--- src/rtl/watch_pkg.sv ---
// Shared definitions for the watch blocks: key FSM state encoding and default timing constants.
package watch_pkg;

    typedef enum logic [1:0] {
        IDLE   = 2'd0,
        DELAY  = 2'd1,
        REPEAT = 2'd2
    } key_state_t;

    localparam int DIV_DEF       = 50_000_000;
    localparam int DEB_CYC_DEF   = 1_000_000;
    localparam int REP_DELAY_DEF = 25_000_000;
    localparam int REP_RATE_DEF  = 10_000_000;
    localparam int CNT_W_DEF     = 26;

endpackage

--- src/rtl/key_debounce.sv ---
// Two-flop synchroniser followed by a counting debouncer; level changes only after
// DEB_CYC consecutive samples that disagree with the current debounced level.
module key_debounce
    import watch_pkg::*;
#(
    parameter int DEB_CYC = DEB_CYC_DEF,
    parameter int CNT_W   = CNT_W_DEF
) (
    input  logic clock,
    input  logic reset,
    input  logic raw,
    output logic level
);

    localparam logic [CNT_W-1:0] DEB_LAST = CNT_W'(DEB_CYC - 1);

    logic             sync_1;
    logic             sync_2;
    logic [CNT_W-1:0] deb_cnt;

    always_ff @(posedge clock) begin
        if (reset) begin
            sync_1  <= 1'b0;
            sync_2  <= 1'b0;
            level   <= 1'b0;
            deb_cnt <= '0;
        end else begin
            sync_1 <= raw;
            sync_2 <= sync_1;
            // Any agreeing sample restarts the stability count.
            if (sync_2 == level) begin
                deb_cnt <= '0;
            end else if (deb_cnt == DEB_LAST) begin
                level   <= ~level;
                deb_cnt <= '0;
            end else begin
                deb_cnt <= deb_cnt + 1'b1;
            end
        end
    end

endmodule

--- src/rtl/sec_pulse_src.sv ---
// Seconds pulse source: prescaled time base merged with a debounced, auto-repeating
// adjust key onto a single registered increment pulse.
module sec_pulse_src
    import watch_pkg::*;
#(
    parameter int DIV       = DIV_DEF,
    parameter int DEB_CYC   = DEB_CYC_DEF,
    parameter int REP_DELAY = REP_DELAY_DEF,
    parameter int REP_RATE  = REP_RATE_DEF,
    parameter int CNT_W     = CNT_W_DEF
) (
    input  logic clock,
    input  logic reset,
    input  logic enable,
    input  logic clear,
    input  logic adj_key,
    output logic pulse,
    output logic adj_active
);

    localparam logic [CNT_W-1:0] DIV_LAST = CNT_W'(DIV - 1);
    localparam logic [CNT_W-1:0] RD_LAST  = CNT_W'(REP_DELAY - 1);
    localparam logic [CNT_W-1:0] RR_LAST  = CNT_W'(REP_RATE - 1);

    logic [CNT_W-1:0] presc;
    logic             sec_tick;
    logic             key_db;
    logic             key_db_d;
    key_state_t       state;
    logic [CNT_W-1:0] tmr;
    logic             adj_req;
    logic             pend;

    key_debounce #(
        .DEB_CYC (DEB_CYC),
        .CNT_W   (CNT_W)
    ) u_key_debounce (
        .clock (clock),
        .reset (reset),
        .raw   (adj_key),
        .level (key_db)
    );

    // Prescaler: clear beats the adjust freeze, which beats enable.
    always_comb begin
        sec_tick = 1'b0;
        if (!clear && !adj_active && enable && (presc == DIV_LAST)) begin
            sec_tick = 1'b1;
        end
    end

    always_ff @(posedge clock) begin
        if (reset) begin
            presc <= '0;
        end else if (clear || adj_active) begin
            presc <= '0;
        end else if (enable) begin
            presc <= (presc == DIV_LAST) ? '0 : presc + 1'b1;
        end
    end

    // Key FSM. adj_active trails the state by one cycle, so the prescaler can still
    // wrap in the same cycle as the first adjust request; the merge absorbs that.
    always_ff @(posedge clock) begin
        if (reset) begin
            state      <= IDLE;
            tmr        <= '0;
            adj_req    <= 1'b0;
            adj_active <= 1'b0;
            key_db_d   <= 1'b0;
        end else begin
            key_db_d   <= key_db;
            adj_req    <= 1'b0;
            adj_active <= (state != IDLE);
            unique case (state)
                IDLE: begin
                    if (key_db && !key_db_d) begin
                        state   <= DELAY;
                        adj_req <= 1'b1;
                        tmr     <= '0;
                    end
                end
                DELAY: begin
                    if (!key_db) begin
                        state <= IDLE;
                        tmr   <= '0;
                    end else if (tmr == RD_LAST) begin
                        state   <= REPEAT;
                        adj_req <= 1'b1;
                        tmr     <= '0;
                    end else begin
                        tmr <= tmr + 1'b1;
                    end
                end
                REPEAT: begin
                    if (!key_db) begin
                        state <= IDLE;
                        tmr   <= '0;
                    end else if (tmr == RR_LAST) begin
                        adj_req <= 1'b1;
                        tmr     <= '0;
                    end else begin
                        tmr <= tmr + 1'b1;
                    end
                end
                default: begin
                    state <= IDLE;
                    tmr   <= '0;
                end
            endcase
        end
    end

    // Merge: a coincident tick and request become two back-to-back pulses.
    always_ff @(posedge clock) begin
        if (reset) begin
            pulse <= 1'b0;
            pend  <= 1'b0;
        end else begin
            pulse <= sec_tick | adj_req | pend;
            pend  <= sec_tick & adj_req;
        end
    end

endmodule

--- config.mk ---
export PLATFORM = sky130hd
export DESIGN_NAME = sec_pulse_src
export DESIGN_NICKNAME = d
export VERILOG_FILES = /design/src/rtl/watch_pkg.sv /design/src/rtl/key_debounce.sv /design/src/rtl/sec_pulse_src.sv
export SDC_FILE = /design/constraint.sdc
export NUM_CORES = 1
export LEC_CHECK = 0
export CORE_UTILIZATION = 55
export CTS_BUF_LIST = sky130_fd_sc_hd__clkbuf_2
export DETAILED_ROUTE_END_ITERATION = 8
export PLACE_DENSITY = 0.68
export SYNTH_ARGS = -nofsm -noshare
export SYNTH_HDL_FRONTEND = slang
export SYNTH_SLANG_ARGS = --single-unit
--- constraint.sdc ---
create_clock -name clock -period 5.46 [get_ports clock]
set_clock_uncertainty 0.05 [all_clocks]
set_input_delay 0.819 -clock clock [delete_from_list [all_inputs] [get_ports clock]]
set_output_delay 0.819 -clock clock [all_outputs]
set_load 0.01 [all_outputs]
==> metrics.md <==
| Metric | Value |
|---|---|
| Status | finished clean |
| Residual DRC count | 0 |
| Post-synth ARST share | 0 |
| Startpoint types | flop |
| GRT Util Overall | 0.209 |
| MaxCap Viol Count | 0 |
| IO buf count | 6 |
| Placed Cells | about 600 |
| Crit path kind | reg -> reg |
| FF+latch count, synth | between 80 and 90 |
| Area share of the largest cell type after synthesis | 0.415 |
| Ant. Diodes | 0 |
| DR vias | 3394 |
| Setup slack after layout | between 2000 and 3000 ps |
| Max VDD drop | roughly 0.16 mV |
| Fin crit period | 2750 ps |
| Netlist cell types | 57 |
| Final instance area | 4450 µm² |
| Post-synth top cells | 88 x dfxtp_1, 71 x nor2_1, 47 x nand2_1 |
| Layout cell share with drive strength beyond 1 | 0.0657 |
| Hold-fix buffers, CTS | 0 |
| Core area | 7370 µm² |
| Drt pass-1 iters | 4 |
| Final hold viol count | 0 |
| Core Rows | 31 |
| Post-Syn Nets | approximately 500 |
| F_max | 0.364 GHz |
| Clock root buffer | clkbuf_2 |
| Postcts setup bufs | 0 |
| Worst reg2reg setup slack | 2710 ps |
| # clock sinks | 88 |
| CTS max path bufs | 2 |
| Crit Path Max Fanout | 23 |
| CP Capture Type | flop |
| Initial Utilization | 0.575 |
| CTS tree | yes |
| Initial antenna violation count | 0 |
| Largest net degree at the start of global routing | 27 |
| Worst slew pin tran | 927 ps |
| Pins Over Slew Limit | 0 |
| Dominant synthesized flop cell | dfxtp_1 |
| CP Data Arrival Time | 3110 ps |
| Setup TNS | 0 ps |
| Die area | 8060 µm² |
| Worst-skew pair later-pin latency | 530 ps |
| Syn Inst Count | 496 |
| Total wire length | 8050 µm |
| Post-CTS Resized | 0 |
| Cell type with the largest total area after synthesis | dfxtp_1 |
| Final-stage net count | 509 |
| Count leader, synth | dfxtp_1 |
| Power Dens Cells | 223 nW/µm² |
| Cts bufs inserted | 9 |
| # setup viols final | 0 |
| RSZ-0062 raised after global routing | no |
| Worst-case hold slack | 409 ps |
| Syn Area/Cell | 8.55 µm² |
| DP HPWL | 5660 µm |
| Hold/Removal Path Class | reg -> reg |
| Relative slew slack | 0.376 |
| Synth top area cells | dfxtp_1 42%, xor2_1 8.3%, nor2_1 6.3%, nand3_1 4.6%, nand2_1 4.2% |
| First-pass GRT wire length | ~14000 µm |
| DRT iter0 DRCs | 127 |
| Routed Antenna Nets | 0 |
| Wire per inst | 13.4 µm |
| Worst slack, placed | 2260 ps |
| Worst EP required | 5820 ps |
| Reg2Reg Launch Point | presc[0]$_SDFFE_PP0P_ |
| Leakage power | 1.47 nW |
| Clk slew on worst S/H paths | between 200 and 300 ps |
| Netlist Area Pre-Place | 4240 µm² |
| Non-filler cells, final | 601 |
| Critical Path Source | presc[0]$_SDFFE_PP0P_ |
| DR vias/cell | ~5.6 |
| Beginning of the worst hold path | adj_req$_SDFF_PP0_ |
| Die Span X | 89.8 µm |
| Sequential element share of the synthesized area | 0.415 |
| Dpl cell area | 4330 µm² |
| Synth warn | 0 |
| H-tree levels | 3 |
| Period utilization | 0.503 |
| Die span in y | 89.8 µm |
| I/O pin count | 7 |
| P&R area growth vs syn | 4.90% |
| Gpl congestion | roughly 0.83 |
| GR Overflow Total | 0 |
| Post-synth EDFFs | 0 |
| Vias in the first global route | 3113 |
## worst max-delay path: stages (launching register included)
cell and delay, ps:
dfxtp_1 420, ha_1 250, nand2_1 80, nor3_1 140
nand3_1 90, nor4_1 790, a21o_1 700, nor2_1 110
## layout make-up
cell class	instances	area, µm²
Clock buffer	9	45.0
Clock inverter	7	71.3
Fill cell	661	2920
Inverter	12	45.0
Multi-Input combinational cell	380	2340
Sequential cell	88	1760
Tap cell	99	124
Timing Repair Buffer	6	60.1
## layer usage
layer  vias up  share of wire  global-route usage
met5         -              0                   0
li1       1753              -                   -
met4         0          0.013              0.0902
met2        50           0.46               0.338
met1      1582           0.50               0.266
met3         9          0.033              0.0482
## cells by family (layout without fill, tap and decap cells)
family                   count (synthesis)  count (layout)  synth area share
AO/OA/AOI/OAI                           61              61             0.101
flip-flops                              88              88             0.415
buffers and inverters                   28              34            0.0325
multiplexers                             3               3           0.00738
XOR/XNOR                                55              55             0.114
AND/OR/NAND/NOR                        254             254             0.309
adder cells (fa/ha/maj)                  7               7            0.0207
## stage by stage
step,util,power [mW]
after floorplan,-,0.672
after global placement,0.588,0.677
after detailed placement,0.588,0.677
after CTS,0.604,1.01
after global routing,0.604,1.04
final,0.604,0.993
## where the power goes
group	switching [mW]	total, mW	internal [mW]
clock network	0.223	0.328	0.106
logic	0.0125	0.0185	0.00593
registers	0.000792	0.646	0.646
## layout by cell type, fill, tap and decap left out, types with 3 or more instances in the layout
master	count
dfxtp_1	88
nor2_1	71
nand2_1	47
xor2_1	40
nand3_1	39
nand4_1	20
xnor2_1	15
inv_1	12
and3_1	12
a21oi_1	11
nor4_1	11
a31oi_1	11
a211oi_1	9
clkbuf_2	9
and4_1	7
nor3_1	7
or3_1	7
and2_1	7
ha_1	7
o21ai_0	6
clkdlybuf4s50_1	6
nor2b_1	5
a21o_1	4
o21ai_1	3
o21ba_2	3
or2_2	3
## final timing paths
kind,depth (start not counted),endpoint
max reg2reg,7,presc[9]$_SDFFE_PP0P_
min reg2reg,2,pend$_SDFF_PP0_
min,2,pend$_SDFF_PP0_
max,7,presc[9]$_SDFFE_PP0P_
## sequential cells by signal, summed over array words and instances, names as in the netlist
signal	flops
adj_req	1
state	2
u_key_debounce.level	1
key_db_d	1
pulse	1
adj_active	1
u_key_debounce.sync_2	1
u_key_debounce.sync_1	1
presc	26
tmr	26
u_key_debounce.deb_cnt	26
pend	1
(Power assumes the default switching activity.)
==> variant 1, RTL diff (same flow settings) <==
Make the reset (`reset`) asynchronous in 4 clocked blocks.
--- a/src/rtl/key_debounce.sv
+++ b/src/rtl/key_debounce.sv
@@ -19,5 +19,5 @@
     logic [CNT_W-1:0] deb_cnt;
 
-    always_ff @(posedge clock) begin
+    always_ff @(posedge clock or posedge reset) begin
         if (reset) begin
             sync_1  <= 1'b0;
--- a/src/rtl/sec_pulse_src.sv
+++ b/src/rtl/sec_pulse_src.sv
@@ -50,5 +50,5 @@
     end
 
-    always_ff @(posedge clock) begin
+    always_ff @(posedge clock or posedge reset) begin
         if (reset) begin
             presc <= '0;
@@ -62,5 +62,5 @@
     // Key FSM. adj_active trails the state by one cycle, so the prescaler can still
     // wrap in the same cycle as the first adjust request; the merge absorbs that.
-    always_ff @(posedge clock) begin
+    always_ff @(posedge clock or posedge reset) begin
         if (reset) begin
             state      <= IDLE;
@@ -113,5 +113,5 @@
 
     // Merge: a coincident tick and request become two back-to-back pulses.
-    always_ff @(posedge clock) begin
+    always_ff @(posedge clock or posedge reset) begin
         if (reset) begin
             pulse <= 1'b0;
Check against the original RTL: same outputs for any inputs over 10 cycles, from zero or initial values and one cycle with reset high; that may be too few to reach the edited logic, so the function may still have changed.
==> variant 1 against the original RTL <==
Final cell count increased by 1.3%; hold slack got worse by 0.068 ns; final area up 12%; utilization shrank 0.58 points; sequential cell count unchanged; routed wire length rose by 19%; worst setup slack lost 0.22 ns; area after synthesis rose by 12%; critical path type unchanged; largest cell class unchanged.
Power is not compared: it rests on default switching activity, and its combinational part moved more than twofold at a synthesized area within 25%.
==> variant 1: results (changes against the original RTL) <==
Status
The run finished with clean final reports.

Worst setup path
The maximum fanout along the worst path was 22 (-4.3%). The gate family responsible for the most delay along the worst path is compound AO/OA/AOI/OAI gates. For this design, the slowest cell found on the critical path is sky130_fd_sc_hd__o21ai_2.

The data arrival time of the worst path is 3.30 ns (+0.19 ns). The depth of the worst register-to-register path is 5 (-2).

Synth
The portion of the post-synthesis area used by sequential elements is 46.45% (+4.9 points). The async set-reset flop share out of synthesis is 100.0% (+100 points). Counting instances in the post-synthesis netlist gives the leading cell types as sky130_fd_sc_hd__dfrtp_1 (88), sky130_fd_sc_hd__nand2_1 (53), sky130_fd_sc_hd__nor2_1 (43), sky130_fd_sc_hd__xor2_1 (31), sky130_fd_sc_hd__a21oi_1 (29).

Routing
The iteration count of the initial detailed-routing pass is 5 (+1). The number of DRC violations after detailed-routing iteration 0 is 225 (+77%). The routed wire length on met3 is 251 µm (-4.6%). The post-route met1 wirelength was 4967 µm (+24%). The average via count per standard cell is 6.110 (+8.2%).

The wire length on met2 was 4228 µm (+15%).

Layout
The multi-input combinational gate total came to 378 (-0.53%). The fraction of layout cells with a size suffix above 1 is 8.532% (+2.0 points). The inverter count of the layout excluding clock inverters is 14 (+2).

The multi-input gate area in the final layout is 2386 µm² (+1.9%). The filler cell count in the final layout is 740 (+12%). The number of nets in the layout came to 511 (+0.39%). The register share of the cell area was 44.39% (+4.8 points). The non-clock buffer instance count of the final layout is 8 (+2). The fraction of area in clock buffers and inverters is 2.270% (-0.35 points). The area share of buffers outside the clock network is 1.513% (+0.16 points).

Global routing
The global-route usage over all layers is 23.21% (+2.3 points). The via count of the first global-routing pass is 3544 (+14%). The pin count of the biggest net entering global routing is 64 (+140%).

The met2 track demand over resource in global routing is 35.43% (+1.6 points).

Place
The placer congestion estimate came to 0.8284 (-0.25%). The post-DP HPWL is 6392 µm (+13%).

STA
The worst-case headroom to the max-slew limit is 15.61% (-22 points).

Clocking
The number of hold-repair buffers added at the cts stage is 0 (unchanged).

Min path
The instance count along the most critical hold path is 0 (-2).
variant 1: cell types whose count changed after synthesis, moves of 8 or more:
cell	unedited run	this run
sky130_fd_sc_hd__a211oi_1	9	1
sky130_fd_sc_hd__a21oi_1	11	29
sky130_fd_sc_hd__dfrtp_1	0	88
sky130_fd_sc_hd__dfxtp_1	88	0
sky130_fd_sc_hd__nand3_1	39	28
sky130_fd_sc_hd__nor2_1	71	43
sky130_fd_sc_hd__nor3_1	7	15
sky130_fd_sc_hd__xor2_1	40	31
variant 1: path summary, 6_finish.rpt:
check / from / end / slack, ns
setup / recovery: tmr[11] / tmr[24] / 2.49
hold / removal: u_key_debounce.sync_1 / u_key_debounce.sync_2 / 0.34
setup reg to reg: tmr[11] / tmr[24] / 2.49
hold reg to reg: u_key_debounce.sync_1 / u_key_debounce.sync_2 / 0.34
max in group asynchronous: reset / tmr[6] / 3.69
min in group asynchronous: reset / tmr[1] / 0.48
variant 1: cell families (layout without fill, tap and decap cells):
kind of cell | after synthesis | in the layout | share of synthesized area, %
compound gates | 96 | 96 | 13.43
xor+xnor | 44 | 44 | 8.129
fa+ha+maj | 7 | 7 | 1.847
buf+inv | 33 | 38 | 3.299
flops | 88 | 88 | 46.45
mux | 2 | 2 | 0.4487
simple gates | 229 | 229 | 26.39
variant 1: per-stage QoR:
| stage | hold slack [ns] | cells | utilization [%] | area, µm² | worst slack (ns) |
|---|---|---|---|---|---|
| floorplan | 0.2812 | 499 | - | 4741 | 2.312 |
| global placement | 0.2928 | 593 | 58.42 | 4848 | 2.510 |
| detailed placement | 0.2991 | 593 | 58.42 | 4848 | 2.448 |
| CTS | 0.3425 | 609 | 59.78 | 4961 | 2.524 |
| global route | 0.3611 | 609 | 59.78 | 4961 | 2.274 |
| finish | 0.3414 | 609 | 59.78 | 4961 | 2.489 |
==> variant 2, RTL diff (same flow settings) <==
Without the edit above. Change the package constant `CNT_W_DEF` from 26 to 30.
--- a/src/rtl/watch_pkg.sv
+++ b/src/rtl/watch_pkg.sv
@@ -12,5 +12,5 @@
     localparam int REP_DELAY_DEF = 25_000_000;
     localparam int REP_RATE_DEF  = 10_000_000;
-    localparam int CNT_W_DEF     = 26;
+    localparam int CNT_W_DEF     = 30;
 
 endpackage
Function: same outputs for any inputs over 10 cycles, from zero or initial values and one cycle with reset high; that may be too few to reach the edited logic, so the function may still have changed.
==> variant 2 against the original RTL <==
Clock power grew 20%; non-clock buffer count up 4; utilization grew 0.37 points; total power up 15%; area after synthesis rose by 13%; routed wire length rose by 20%; die area grew 13%; sequential cell count grew 12; sequential power grew 14%; worst setup slack worse by 0.27 ns; final area grew 14%; highest routed layer unchanged; critical endpoint is now tmr[15].
==> variant 2: results (changes against the original RTL) <==
Layout
The number of nets in the layout is 590 (+16%). The share of cell area taken by multi-input logic gates is 52.37% (-0.26 points). The fraction of layout cells with a size suffix above 1 is 4.811% (-1.8 points).

The register share of the cell area came to 39.53% (-0.080 points). The largest registers in the layout are presc (30), tmr (30), u_key_debounce.deb_cnt (30). From synthesis to final layout, the design area changed by 5.554%.

The number of clock buffer instances in the layout came to 11 (+2). The area share of buffers outside the clock network was 1.779% (+0.43 points). The non-clock buffer instance count of the final layout was 10 (+4).

Worst setup path
The setup slack on the worst flop-to-flop path is 2.44 ns (-0.27 ns). The data arrival time of the worst path is 3.39 ns (+0.28 ns).

Routing
The final routed wirelength across all metal layers is 9650 µm (+20%). The number of DRC violations after detailed-routing iteration 0 came to 177 (+39%). The average via count per standard cell came to 5.803 (+2.8%).

Synth
The multiplexer share of the synthesized area came to 0.6258% (-0.11 points). The post-synthesis share of cell area spent on full adders, half adders and majority gates is 1.825% (-0.24 points). The portion of the post-synthesis area used by sequential elements is 41.72% (+0.17 points). By count the netlist is led by sky130_fd_sc_hd__dfxtp_1 (100), sky130_fd_sc_hd__nor2_1 (82), sky130_fd_sc_hd__nand2_1 (55), sky130_fd_sc_hd__nand3_1 (36), sky130_fd_sc_hd__xnor2_1 (34). The mean post-synth cell area is 8.302 µm² (-2.9%).

Global routing
The via count of the first global-routing pass is 3658 (+18%). The global-route usage over all layers was 23.07% (+2.2 points). The pin count of the biggest net entering global routing is 31 (+15%).

Place
The placer congestion estimate is 0.8589 (+3.4%). The post-DP HPWL was 6731 µm (+19%). The placed instance area is 4936 µm² (+14%).

Pwr
The largest vdd supply drop is 0.1338 mV (-19%). The fraction of power consumed by the clock network is 34.3% (+1.2 points). The sequential share of power is 64.1% (-1.0 points). The leakage power summed over all cells came to 0.001542 µW (+4.8%).

Clocking
The insertion delay to the later sink of the worst-skew pair came to 0.55 ns (+0.02 ns).

Status
The flow ran to the end, and the final reports show no timing, DRC or antenna violations.
==> variant 2: changes by cell type in the layout (fill, tap and decap cells not counted), sizes merged, moves of 6 or more <==
cell   change
nand2      +8
nor2       +9
xor2      -12
nor3      +18
or3        +6
dfxtp     +12
o21ai      +7
xnor2     +19
==> variant 2: final timing paths <==
kind                                             from                     to  cells after the start
worst min register to register  u_key_debounce.sync_1  u_key_debounce.sync_2                      1
worst min-delay path            u_key_debounce.sync_1  u_key_debounce.sync_2                      1
worst max register to register                 tmr[0]                tmr[15]                      7
worst max-delay path                           tmr[0]                tmr[15]                      7
==> variant 2: stage by stage <==
| step | utilization, % | instances | power, µW | setup slack (ns) |
|---|---|---|---|---|
| after floorplan | - | 578 | 760.7 | 3.038 |
| after CTS | 60.73 | 687 | 1163 | 2.488 |
| final | 60.73 | 687 | 1147 | 2.444 |
| after detailed placement | 59.18 | 672 | 767.5 | 1.878 |
| after global routing | 60.73 | 687 | 1192 | 2.190 |
| after global placement | 59.18 | 672 | 767.3 | 2.054 |
==> variant 2: routing by layer <==
layer	wire (µm)	GRT usage (%)	part of all wire, %	up-vias
met5	0	0	0	-
met2	4239	36.67	44	56
met1	4954	31.03	51	1869
li1	-	-	-	2050
met4	121	6.468	1.3	0
met3	334	5.742	3.5	12
==> variant 2: worst reg2reg max path, cell delays in order (launching register included) <==
cell and delay [ns]:
sky130_fd_sc_hd__dfxtp_1 0.43, sky130_fd_sc_hd__ha_1 0.26, sky130_fd_sc_hd__nand3_1 0.19, sky130_fd_sc_hd__or3_1 0.47, sky130_fd_sc_hd__o31ai_2 0.50, sky130_fd_sc_hd__a21oi_1 0.16
sky130_fd_sc_hd__nor2_1 0.72, sky130_fd_sc_hd__nor4_1 0.13
